<file path="src/rtl/game_pkg.sv">
// Shared game constants: scan codes, direction encodings and the direction FSM state type.
package game_pkg;

    localparam logic [8:0] KEY_A = 9'h01C;
    localparam logic [8:0] KEY_D = 9'h023;
    localparam logic [8:0] KEY_P = 9'h04D;

    localparam logic [1:0] DIR_NONE = 2'b00;
    localparam logic [1:0] DIR_R    = 2'b01;
    localparam logic [1:0] DIR_L    = 2'b10;

    typedef enum logic [1:0] {
        ST_IDLE  = 2'd0,
        ST_LEFT  = 2'd1,
        ST_RIGHT = 2'd2
    } dir_state_e;

    function automatic logic [1:0] state_dir(input dir_state_e s);
        case (s)
            ST_LEFT:  state_dir = DIR_L;
            ST_RIGHT: state_dir = DIR_R;
            default:  state_dir = DIR_NONE;
        endcase
    endfunction

endpackage

</file>
<file path="src/rtl/repeat_timer.sv">
// Auto-repeat down-counter. Load sets the initial delay, expiry reloads the repeat
// interval, and clear parks the counter at zero.
module repeat_timer #(
    parameter int CNT_W        = 8,
    parameter int DELAY_TICKS  = 8,
    parameter int REPEAT_TICKS = 2
) (
    input  logic clk,
    input  logic rst,
    input  logic clear_i,
    input  logic load_i,
    input  logic tick_i,
    output logic expire_o
);

    logic [CNT_W-1:0] cnt_q;
    logic [CNT_W-1:0] cnt_d;

    // Clear wins over load, and load wins over tick. Zero is sticky, so the count never wraps.
    always_comb begin
        cnt_d    = cnt_q;
        expire_o = 1'b0;
        if (clear_i) begin
            cnt_d = '0;
        end else if (load_i) begin
            cnt_d = CNT_W'(DELAY_TICKS);
        end else if (tick_i && (cnt_q != '0)) begin
            if (cnt_q == CNT_W'(1)) begin
                expire_o = 1'b1;
                cnt_d    = CNT_W'(REPEAT_TICKS);
            end else begin
                cnt_d = cnt_q - CNT_W'(1);
            end
        end
    end

    always_ff @(posedge clk) begin
        if (rst) begin
            cnt_q <= '0;
        end else begin
            cnt_q <= cnt_d;
        end
    end

endmodule

</file>
<file path="src/rtl/key_move_ctrl.sv">
// Turns PS/2 key events into a held-direction level and rate-limited move pulses,
// with last-pressed-wins conflict resolution and a pause toggle.
module key_move_ctrl
    import game_pkg::*;
#(
    parameter logic [8:0] KEY_LEFT     = KEY_A,
    parameter logic [8:0] KEY_RIGHT    = KEY_D,
    parameter logic [8:0] KEY_PAUSE    = KEY_P,
    parameter int         DELAY_TICKS  = 8,
    parameter int         REPEAT_TICKS = 2,
    parameter int         CNT_W        = 8
) (
    input  logic         clk,
    input  logic         rst,
    input  logic [511:0] key_down,
    input  logic [8:0]   last_change,
    input  logic         key_valid,
    input  logic         tick,
    output logic [1:0]   key,
    output logic         move_pulse,
    output logic         move_dir,
    output logic         paused
);

    dir_state_e state_q, state_d;
    logic       paused_q, paused_d;
    logic [1:0] key_q, key_d;
    logic       pulse_q, pulse_d;
    logic       dir_q, dir_d;

    logic press;
    logic active;
    logic entry;
    logic expire;

    assign press = key_down[last_change];

    always_comb begin
        state_d = state_q;
        if (key_valid) begin
            if (last_change == KEY_LEFT) begin
                if (press) begin
                    state_d = ST_LEFT;
                end else if (state_q == ST_LEFT) begin
                    state_d = key_down[KEY_RIGHT] ? ST_RIGHT : ST_IDLE;
                end
            end else if (last_change == KEY_RIGHT) begin
                if (press) begin
                    state_d = ST_RIGHT;
                end else if (state_q == ST_RIGHT) begin
                    state_d = key_down[KEY_LEFT] ? ST_LEFT : ST_IDLE;
                end
            end
        end
    end

    assign paused_d = paused_q ^ (key_valid && (last_change == KEY_PAUSE) && press);

    // Entry covers a fresh direction as well as leaving pause while a direction is held.
    assign active = (state_d != ST_IDLE) && !paused_d;
    assign entry  = active && ((state_d != state_q) || paused_q);

    repeat_timer #(
        .CNT_W        (CNT_W),
        .DELAY_TICKS  (DELAY_TICKS),
        .REPEAT_TICKS (REPEAT_TICKS)
    ) u_timer (
        .clk      (clk),
        .rst      (rst),
        .clear_i  (!active),
        .load_i   (entry),
        .tick_i   (tick && !key_valid),
        .expire_o (expire)
    );

    assign pulse_d = (entry || expire) && !pulse_q;
    assign dir_d   = pulse_d ? (state_d == ST_RIGHT) : dir_q;
    assign key_d   = paused_d ? DIR_NONE : state_dir(state_d);

    always_ff @(posedge clk) begin
        if (rst) begin
            state_q  <= ST_IDLE;
            paused_q <= 1'b0;
            key_q    <= DIR_NONE;
            pulse_q  <= 1'b0;
            dir_q    <= 1'b0;
        end else begin
            state_q  <= state_d;
            paused_q <= paused_d;
            key_q    <= key_d;
            pulse_q  <= pulse_d;
            dir_q    <= dir_d;
        end
    end

    assign key        = key_q;
    assign move_pulse = pulse_q;
    assign move_dir   = dir_q;
    assign paused     = paused_q;

endmodule

</file>
<file path="config.mk">
export PLATFORM = sky130hd
export DESIGN_NAME = key_move_ctrl
export DESIGN_NICKNAME = d
export VERILOG_FILES = /design/src/rtl/game_pkg.sv /design/src/rtl/repeat_timer.sv /design/src/rtl/key_move_ctrl.sv
export SDC_FILE = /design/constraint.sdc
export NUM_CORES = 1
export LEC_CHECK = 0
export ABC_AREA = 1
export CAP_MARGIN = 10
export CORE_AREA = 2 2 208 210
export DETAILED_ROUTE_END_ITERATION = 10
export DIE_AREA = 0 0 210 212
export DONT_BUFFER_PORTS = 1
export HOLD_SLACK_MARGIN = 0.06
export SYNTH_ARGS = -nofsm -noshare
export SYNTH_HDL_FRONTEND = slang
export SYNTH_SLANG_ARGS = --single-unit
</file>
<file path="constraint.sdc">
create_clock -name clk -period 5.1 [get_ports clk]
set_clock_uncertainty 0.15 [all_clocks]
set_input_delay 0.51 -clock clk [delete_from_list [all_inputs] [get_ports clk]]
set_output_delay 0.51 -clock clk [all_outputs]
set_load 0.01 [all_outputs]
</file>
# After elaboration in Yosys (flattened, before gate mapping)
# Index checks and enable logic that the tools add are counted.
# totals
reg_bits	15
in_bits	525
out_inout_bits	5
word_cells	57
# op_classes
n_addsub	1
n_lt_le_gt_ge	1
n_eq_ne	9
n_mux	19
bitwise	2
n_reduce_logical	18
# op_table
op	count
2-bit two-way mux	8
9-bit by 10-bit < comparator with 1-bit output (second input constant)	1
1-bit binary-select mux with 9-bit select	1
9-bit by 5-bit == test with 1-bit output (second input constant)	1
9-bit by 6-bit == test with 1-bit output (second input constant)	1
9-bit by 7-bit == test with 1-bit output (second input constant)	1
8-bit by 1-bit == test with 1-bit output (second input constant)	1
4-bit two-way mux	2
8-bit two-way mux	1
8-bit nonzero test	1
8-bit by 1-bit subtractor with 8-bit output (second input constant)	1
1-bit logical AND	7
1-bit two-way mux	6
2-bit by 1-bit == test with 1-bit output (second input constant)	2
2-bit == test (second input constant)	2
2-bit case mux with 2 select lines	1
2-bit nonzero test	2
2-bit OR reduction	2
1-bit zero test	3
3-bit OR reduction	1
1-bit logical OR	2
2-bit != test	1
1-bit NOT	1
1-bit XOR	1

# Depth between registers and ports, before layout
# Gate-level depths: netlist (run 1).
# logic_depth
word_depth	13
ltp_mapped	28

# Cells and area by module
# A second synthesis (run 1) with hierarchy kept.
# unflattened
cells_unflattened	1617
hier_area_um2	6945.4
# modules_own_cells
module	n_inst	cells_per_inst	area_each_um2
key_move_ctrl	1	1532	6373.6
repeat_timer	1	85	571.8

# Least setup slack after synthesis (run 1)
# OpenSTA, ideal clock, no wires.
# synth_path
path_kind	input -> register
from	input last_change[0]
to	register dir_q (netlist: move_dir)
t_arrival_ns	2.477
required_ns	4.835
setup_slack_ns	2.358
stages	22
n_path_buf	4
cell_sequence	buf_6 inv_6 buf_6 buf_6 buf_6 nor2_1 o211ai_1 nand3_1 nand3_1 nand3_1 nand2_1 nand2_1 nand3_1 nand2_1 a21oi_2 nand2_1 nand2_1 inv_2 nor2_1 nor2_1 a21oi_1 nor2_1
# synth_between
elab_chain_cells	13
word_cells_on_any_way	24
# synth_rtl
element	line	source
start: declaration	key_move_ctrl.sv:16	input logic [8:0] last_change,
1-bit binary-select mux with 9-bit select	key_move_ctrl.sv:36	assign press = key_down[last_change];
1-bit two-way mux (implied by the code)	key_move_ctrl.sv:36	
2-bit two-way mux	key_move_ctrl.sv:48	if (press) begin
2-bit two-way mux	key_move_ctrl.sv:47	end else if (last_change == KEY_RIGHT) begin
2-bit two-way mux	key_move_ctrl.sv:41	if (last_change == KEY_LEFT) begin
2-bit two-way mux	key_move_ctrl.sv:40	if (key_valid) begin
2-bit != test or 2-bit nonzero test (tied branches)	key_move_ctrl.sv:61, key_move_ctrl.sv:60	
1-bit logical OR or 1-bit logical AND (tied branches)	key_move_ctrl.sv:61, key_move_ctrl.sv:60	
1-bit logical AND	key_move_ctrl.sv:61	assign entry = active && ((state_d != state_q) || paused_q);
1-bit two-way mux	repeat_timer.sv:25	end else if (load_i) begin
1-bit two-way mux	repeat_timer.sv:23	if (clear_i) begin
1-bit logical OR	key_move_ctrl.sv:76	assign pulse_d = (entry || expire) && !pulse_q;
1-bit logical AND	key_move_ctrl.sv:76	
end signal: assignment	key_move_ctrl.sv:92	dir_q <= dir_d;
end: declaration	key_move_ctrl.sv:29	logic dir_q, dir_d;
# Several ways; a longest one is shown, not always the timed one. The select of a mux whose other input is x is not followed.
# A chain may end at the register's enable or synchronous reset.

# Worst setup path in the final report (run 1)
# layout_path
from	input last_change[0]
to	register u_timer.cnt_q[1]
# layout_between
elab_chain_cells	10
word_cells_on_any_way	21
# layout_rtl
element	line	source
1-bit binary-select mux with 9-bit select	key_move_ctrl.sv:36	
1-bit two-way mux (implied by the code)	key_move_ctrl.sv:36	
2-bit two-way mux	key_move_ctrl.sv:48	
2-bit two-way mux	key_move_ctrl.sv:47	
2-bit two-way mux	key_move_ctrl.sv:41	
2-bit two-way mux	key_move_ctrl.sv:40	
2-bit != test or 2-bit nonzero test (tied branches)	key_move_ctrl.sv:61, key_move_ctrl.sv:60	
1-bit logical OR or 1-bit logical AND (tied branches)	key_move_ctrl.sv:61, key_move_ctrl.sv:60	
1-bit logical AND or 1-bit NOT (tied branches)	-	
3-bit OR reduction (no line) *	-	
end signal: assignment	repeat_timer.sv:41	cnt_q <= cnt_d;
end: declaration	repeat_timer.sv:16	logic [CNT_W-1:0] cnt_q;
# Every way passes the cells marked *; elsewhere a longest branch is shown, timed or not. The select of a mux whose other input is x is not followed.

==> results of run 1 <==
## worst max-delay path, delay by kind of cell
family	cells	cell delay, ns
buffers and inverters	4	0.53
and+or+nand+nor	21	2.13
## area by class of cell
class / instances / area (sq um)
Fill cell: 5051 / 35800
Multi-Input combinational cell: 1131 / 4870
Tap cell: 546 / 683
Inverter: 158 / 601
Sequential cell: 15 / 300
Timing Repair Buffer: 14 / 130
Clock buffer: 3 / 75.1
Antenna cell: 6 / 15.0
Clock inverter: 1 / 5.00
## per-layer routing
| metal | global-route usage | up-vias | wire [microns] |
|---|---|---|---|
| met5 | 0 | - | 27 |
| met4 | 0.0474 | 4 | 1160 |
| met1 | 0.191 | 3898 | 15300 |
| met3 | 0.0174 | 77 | 2740 |
| li1 | - | 4223 | - |
| met2 | 0.292 | 638 | 18600 |
## cells by family after synthesis
logic type                 share of synthesized area
adders and majority gates                    0.00398
xor gates and xnor gates                     0.00558
and+or+nand+nor                                0.624
AOI/OAI and AO/OA                              0.141
DFF                                           0.0478
buffers and inverters                          0.177
## sequential cells by signal, summed over array words and instances (netlist names)
register and flops:
key 2, move_dir 1, u_timer.cnt_q 8, state_q 2
paused 1, move_pulse 1
## worst paths after layout
kind,from,end,slack [ns]
setup / recovery,last_change[0],u_timer.cnt_q[1],1.50
hold / removal,rst,move_pulse,0.18
setup reg to reg,u_timer.cnt_q[0],u_timer.cnt_q[7],3.18
hold reg to reg,u_timer.cnt_q[4],u_timer.cnt_q[4],0.40
## through the flow
stage          cell area, sq um  instances
6_report                   6680       1874
2_1_floorplan              6280       1394
3_3_place_gp               6590       1864
5_1_grt                    6680       1874
3_5_place_dp               6590       1864
4_1_cts                    6670       1868
## power groups by stage
stage	logic [W]	clock network, W	registers, W
5_1_grt	0.000541	0.000164	0.000123
4_1_cts	0.000484	0.000156	0.000123
3_5_place_dp	0.000482	0	0.000125
2_1_floorplan	0.000365	0	0.000125
6_report	0.000470	0.000155	0.000123
3_3_place_gp	0.000480	0	0.000125
## cells in the mapped netlist (2+ instances only)
cell / count / area (sq um)
nor3_1: 4 / 20.0
o21ai_1: 35 / 175
buf_6: 7 / 78.8
a21oi_1: 55 / 275
nand2_1: 592 / 2220
nand3b_1: 3 / 22.5
dfxtp_1: 15 / 300
clkinv_1: 8 / 30.0
inv_2: 3 / 11.3
inv_1: 146 / 548
ha_1: 2 / 25.0
buf_2: 50 / 250
a22oi_1: 6 / 45.0
clkbuf_1: 11 / 41.3
xnor2_1: 2 / 17.5
nor2_1: 170 / 638
buf_4: 17 / 128
o211ai_1: 19 / 143
nor4_1: 2 / 12.5
o21ai_0: 46 / 230
nand3_1: 165 / 826
nand4_1: 22 / 138
buf_1: 5 / 18.8
xor2_1: 2 / 17.5
==> results.json, run 1 <==
{
  "mean_syn_cell_area_sq_um": 4.51,
  "crit_fanout": 170,
  "fin_util": 0.157,
  "power.sequential.fraction": 0.164,
  "min_delay_path_depth": 1,
  "dp_worst_setup_slack_ns": 1.23,
  "reg2regPathDepth": 12,
  "cts_resized": 0,
  "intPower_w": 0.000377,
  "fin_worst_hold_slack_ns": 0.178,
  "grt_setup_unrepaired": "no",
  "synth_sequential_area_ratio": 0.0478,
  "setup-tns-final_ns": 0,
  "area.growth.synth_to_final_pct": 6.39,
  "asyncSetResetFlopFracSynth": 0,
  "drt_drc_violations_left": 0,
  "synthesis.area_sq_mm": 0.00628,
  "cts_hold_buf": 0,
  "cts.repair_timing.setup_buffer_count": 0,
  "worst-endpoint-required_ns": 5.08,
  "clock_path_buffers": 2,
  "floorplan.initialDensity": 0.148,
  "first_pass_grt_wire_length_microns": 51400,
  "boundaryPins": 530,
  "final_layout_size_suffix_gt1_frac": 0.0219,
  "powerDensity_mw_per_mm2": 112,
  "grt.overflow.total": 0,
  "power.ir.vdd_worst_v": 0.0000774,
  "die_area_sq_mm": 0.0445,
  "synth_edf_count": 0,
  "ys_ff_latch": 15,
  "critical-path-top-cell-by-count": "nand2_1",
  "timing.critical_path.slowest_stage_cell": "buf_12",
  "count_of_cell_types_in_the_netlist": 31,
  "min-delay-path-class": "input pin to flop",
  "cts_num_sinks": 15,
  "route.detailed.wl_per_inst_microns": 20.2,
  "cts_made_buffers": 3,
  "power_w": 0.000748,
  "power.clock.fraction": 0.208,
  "tritoncts": "built",
  "final_cell_mix": "nand2_1 (592), nor2_1 (169), nand3_1 (165)",
  "setup_viol": 0,
  "switching_power_w": 0.000371,
  "dp.final_hpwl_microns": 30000,
  "cts_root_buffer": "clkbuf_16",
  "max_stage_delay_ns": 0.33,
  "drtPass1Iterations": 7,
  "number_of_warnings_printed_during_yosys_synthesis": 0,
  "antenna_found_initial": 8,
  "portBuffers": 0,
  "final_min_period_over_clock_period": 0.706,
  "layout.cells.most_common": "nand2_1",
  "grt_pass1_vias": 8174,
  "globalplace.congestion": 0.964,
  "fin_nets": 1850,
  "worst_ep_arrival_time_ns": 3.58,
  "run_status": "complete, no violations",
  "core-area_sq_mm": 0.0425,
  "max_freq_mhz": 278,
  "timing.slew.headroom": 0.343,
  "drtAntennaViolNets": 0,
  "postSynthNetCount": 1921,
  "clk_pin_slew_ns": 0.05,
  "routed_via_density": 4.72,
  "report.final.hold_viol_count": 0,
  "route.vias.total": 8840,
  "final-max-slew-violation-count": 0,
  "worst_slew_pin_slew_ns": 0.985,
  "placement_rows": 76,
  "postSynthCellCount": 1394,
  "grt_max_degree": 171,
  "comb_power_share": 0.628,
  "grtUsageTotal": 0.158,
  "min_period_ns": 3.60,
  "drt_first_iter_violations": 777,
  "static-leakage-power_nw": 3.36,
  "synthFlopType": "dfxtp_1",
  "post-route-worst-setup-slack_ns": 1.50,
  "path_class": "input pin to flop",
  "worstSkewPairLatency_ns": 0.25,
  "die_w_microns": 210,
  "finalWirelength_microns": 37800,
  "clock_tree.htree_level_count": 1,
  "cp-end-kind": "flop",
  "max_cap_viol_count": 0,
  "critical_path.startpoint_type": "input pin",
  "die-height_microns": 212,
  "power.share.switching": 0.496
}
Note: power is estimated with default switching activity, not from simulation.
==> run 2: changes to the inputs <==
==> constraint.sdc (replaced) <==
create_clock -name clk -period 3.7 [get_ports clk]
set_clock_uncertainty 0.15 [all_clocks]
set_input_delay 0.37 -clock clk [delete_from_list [all_inputs] [get_ports clk]]
set_output_delay 0.37 -clock clk [all_outputs]
set_load 0.01 [all_outputs]
==> run 2 against run 1 <==
  * Flip-flop and latch count is the same
  * Combinational power grew 42%
  * Non-clock buffer count grew 15
  * Final cell count increased by 0.96%
  * Clock-buffer cell count up 1
  * Critical path depth decreased by 5
  * Setup slack got worse by 1.1 ns
  * Design area increased by 2.4%
  * Via count is 0.10% lower
  * Global-route usage increased by 0.33 points
  * Utilization increased by 0.37 points
  * Sequential power rose by 38%
==> results.json, run 2 (synthesis results as in run 1) <==
{
  "run_status": "complete, no violations",
  "setup_viol": 0,
  "grt_setup_unrepaired": "no",
  "worst_path_dominant_cell_family": "simple AND/OR/NAND/NOR gates",
  "stdcell_count": 1892,
  "powerDensity_mw_per_mm2": 153,
  "drtPass1Iterations": 6,
  "globalplace.congestion": 0.967,
  "clock_path_buffers": 2,
  "crit_path_cell_chain": "nor2_4 > buf_4 > buf_4 > nand2_1 > nand3_1 > a21oi_1 > nand3_1 > nand3_1 > nand2_1 > nand3_1 > nand3_1 > nand2_1 > a21oi_2 > nand2_1 > nand2_1 > inv_2 > nor2_1 > nor2_1 > nand2_1 > nor2_1",
  "worst_slew_pin_slew_ns": 0.608,
  "drt_drc_violations_left": 0,
  "grtUsageTotal": 0.161,
  "met2_usage": 0.295,
  "timing.slew.headroom": 0.595,
  "dp_worst_setup_slack_ns": 0.332,
  "most_flops_register": "u_timer.cnt_q",
  "max_stage_delay_ns": 0.30,
  "grt_use_met1": 0.190,
  "static-leakage-power_nw": 3.44,
  "path_class": "input pin to flop",
  "clock_tree.htree_level_count": 1,
  "final_layout_size_suffix_gt1_frac": 0.0314,
  "max_cap_viol_count": 0,
  "cts_root_buffer": "clkbuf_16",
  "antenna_found_initial": 9,
  "cp-end-kind": "flop",
  "fin_nets": 1865,
  "first_pass_grt_wire_length_microns": 52100,
  "critical-path-top-cell-by-count": "nand2_1",
  "portBuffers": 0,
  "ff2ff_setup_slack_ns": 1.74,
  "power_w": 0.00105,
  "cts_resized": 0,
  "cts_made_buffers": 3,
  "timing.critical_path.depth": 20,
  "crit_fanout": 170,
  "route.detailed.wl_per_inst_microns": 20.3,
  "post-place-cells": 1878,
  "grt.busiest_layer": "met2",
  "die-height_microns": 212,
  "tritoncts": "built",
  "finalWirelength_microns": 38500,
  "max_freq_mhz": 306,
  "report.final.hold_viol_count": 0,
  "floorplan.initialDensity": 0.148,
  "drt_first_iter_violations": 702,
  "setup-tns-final_ns": 0,
  "worst-endpoint-required_ns": 3.68,
  "routed_via_density": 4.67,
  "ff_to_ff_end": "u_timer.cnt_q[7]",
  "final-max-slew-violation-count": 0,
  "worst_ep_arrival_time_ns": 3.25,
  "placement_rows": 76,
  "final_cell_mix": "nand2_1 (592), nor2_1 (169), nand3_1 (165)",
  "endpoint": "u_timer.cnt_q[4]",
  "post-route-worst-setup-slack_ns": 0.428,
  "boundaryPins": 530,
  "worst-path-buf-inv": 3,
  "route.vias.total": 8831,
  "reg2regPathDepth": 12,
  "grt.overflow.total": 0,
  "drtAntennaViolNets": 0,
  "cts_num_sinks": 15,
  "timing.critical_path.slowest_stage_cell": "buf_4",
  "layout.cells.most_common": "nand2_1",
  "critical_path.startpoint_type": "input pin",
  "min_period_ns": 3.27,
  "dp.final_hpwl_microns": 31300,
  "area.growth.synth_to_final_pct": 8.92,
  "power.ir.vdd_worst_v": 0.0000891,
  "min-delay-path-class": "input pin to flop",
  "r2r_start": "u_timer.cnt_q[0]",
  "largest_register_ff_count": 8,
  "grtUsageMet3": 0.0208,
  "timing_startpoint_of_the_critical_path": "last_change[0]",
  "grt_pass1_vias": 8105,
  "final_min_period_over_clock_period": 0.884,
  "grt_max_degree": 171,
  "core-area_sq_mm": 0.0425,
  "fin_util": 0.161,
  "worstSkewPairLatency_ns": 0.24,
  "die_w_microns": 210,
  "die_area_sq_mm": 0.0445,
  "clk_pin_slew_ns": 0.05
}
==> run 2: cell types whose count changed in the layout (fill, tap and decap cells not counted), sizes merged <==
cell         previous run  this run
clkbuf                  3         4
clkinv                  9         8
diode                   6         9
dlygate4sd3             0         1
buf                    14        28
==> run 2: what timing repair did <==
item / in CTS / in global routing
buffers inserted: 0 / 0
hold buffers: 1 / 0
endpoints found under the hold margin: 4 / 0
==> run 2: per-layer routing <==
layer,routed length (microns),vias up
li1,-,4257
met1,15200,3937
met2,18700,570
met3,3100,67
met4,1450,0
met5,0,-
==> run 2: final cells by class <==
cell class | count | area, sq um
fillers | 5036 | 35700
multi-input cells | 1131 | 4870
well taps | 546 | 683
inverters | 158 | 601
flip-flops and latches | 15 | 300
repair buffers | 29 | 283
clock buffers | 4 | 78.8
diodes | 9 | 22.5
==> run 2: tightest hold or removal path: cells and delay by family <==
family	cells	cell delay, ns
buffers and inverters	1	0.03
and+or+nand+nor	2	0.10
==> run 2: worst min-delay path by stage <==
stage | start | to | slack (ns) | cells after the start
2_1_floorplan | rst | move_pulse | 0.29 | 1
3_3_place_gp | rst | move_pulse | 0.30 | 1
6_report | rst | move_dir | 0.15 | 3
4_1_cts | rst | move_dir | 0.15 | 3
3_5_place_dp | rst | state_q[1] | 0.30 | 1
5_1_grt | rst | move_dir | 0.16 | 3
==> run 2: through the flow <==
stage / cell area [sq um] / hold slack, ns
4_1_cts: 6820 / 0.145
3_5_place_dp: 6730 / 0.296
2_1_floorplan: 6280 / 0.292
3_3_place_gp: 6730 / 0.295
6_report: 6840 / 0.147
5_1_grt: 6840 / 0.159
==> run 2: report_power, final <==
| group | switching (W) | internal [W] |
|---|---|---|
| registers | 0.00000412 | 0.000166 |
| logic | 0.000446 | 0.000222 |
| clock network | 0.0000641 | 0.000146 |
| total | 0.000514 | 0.000534 |
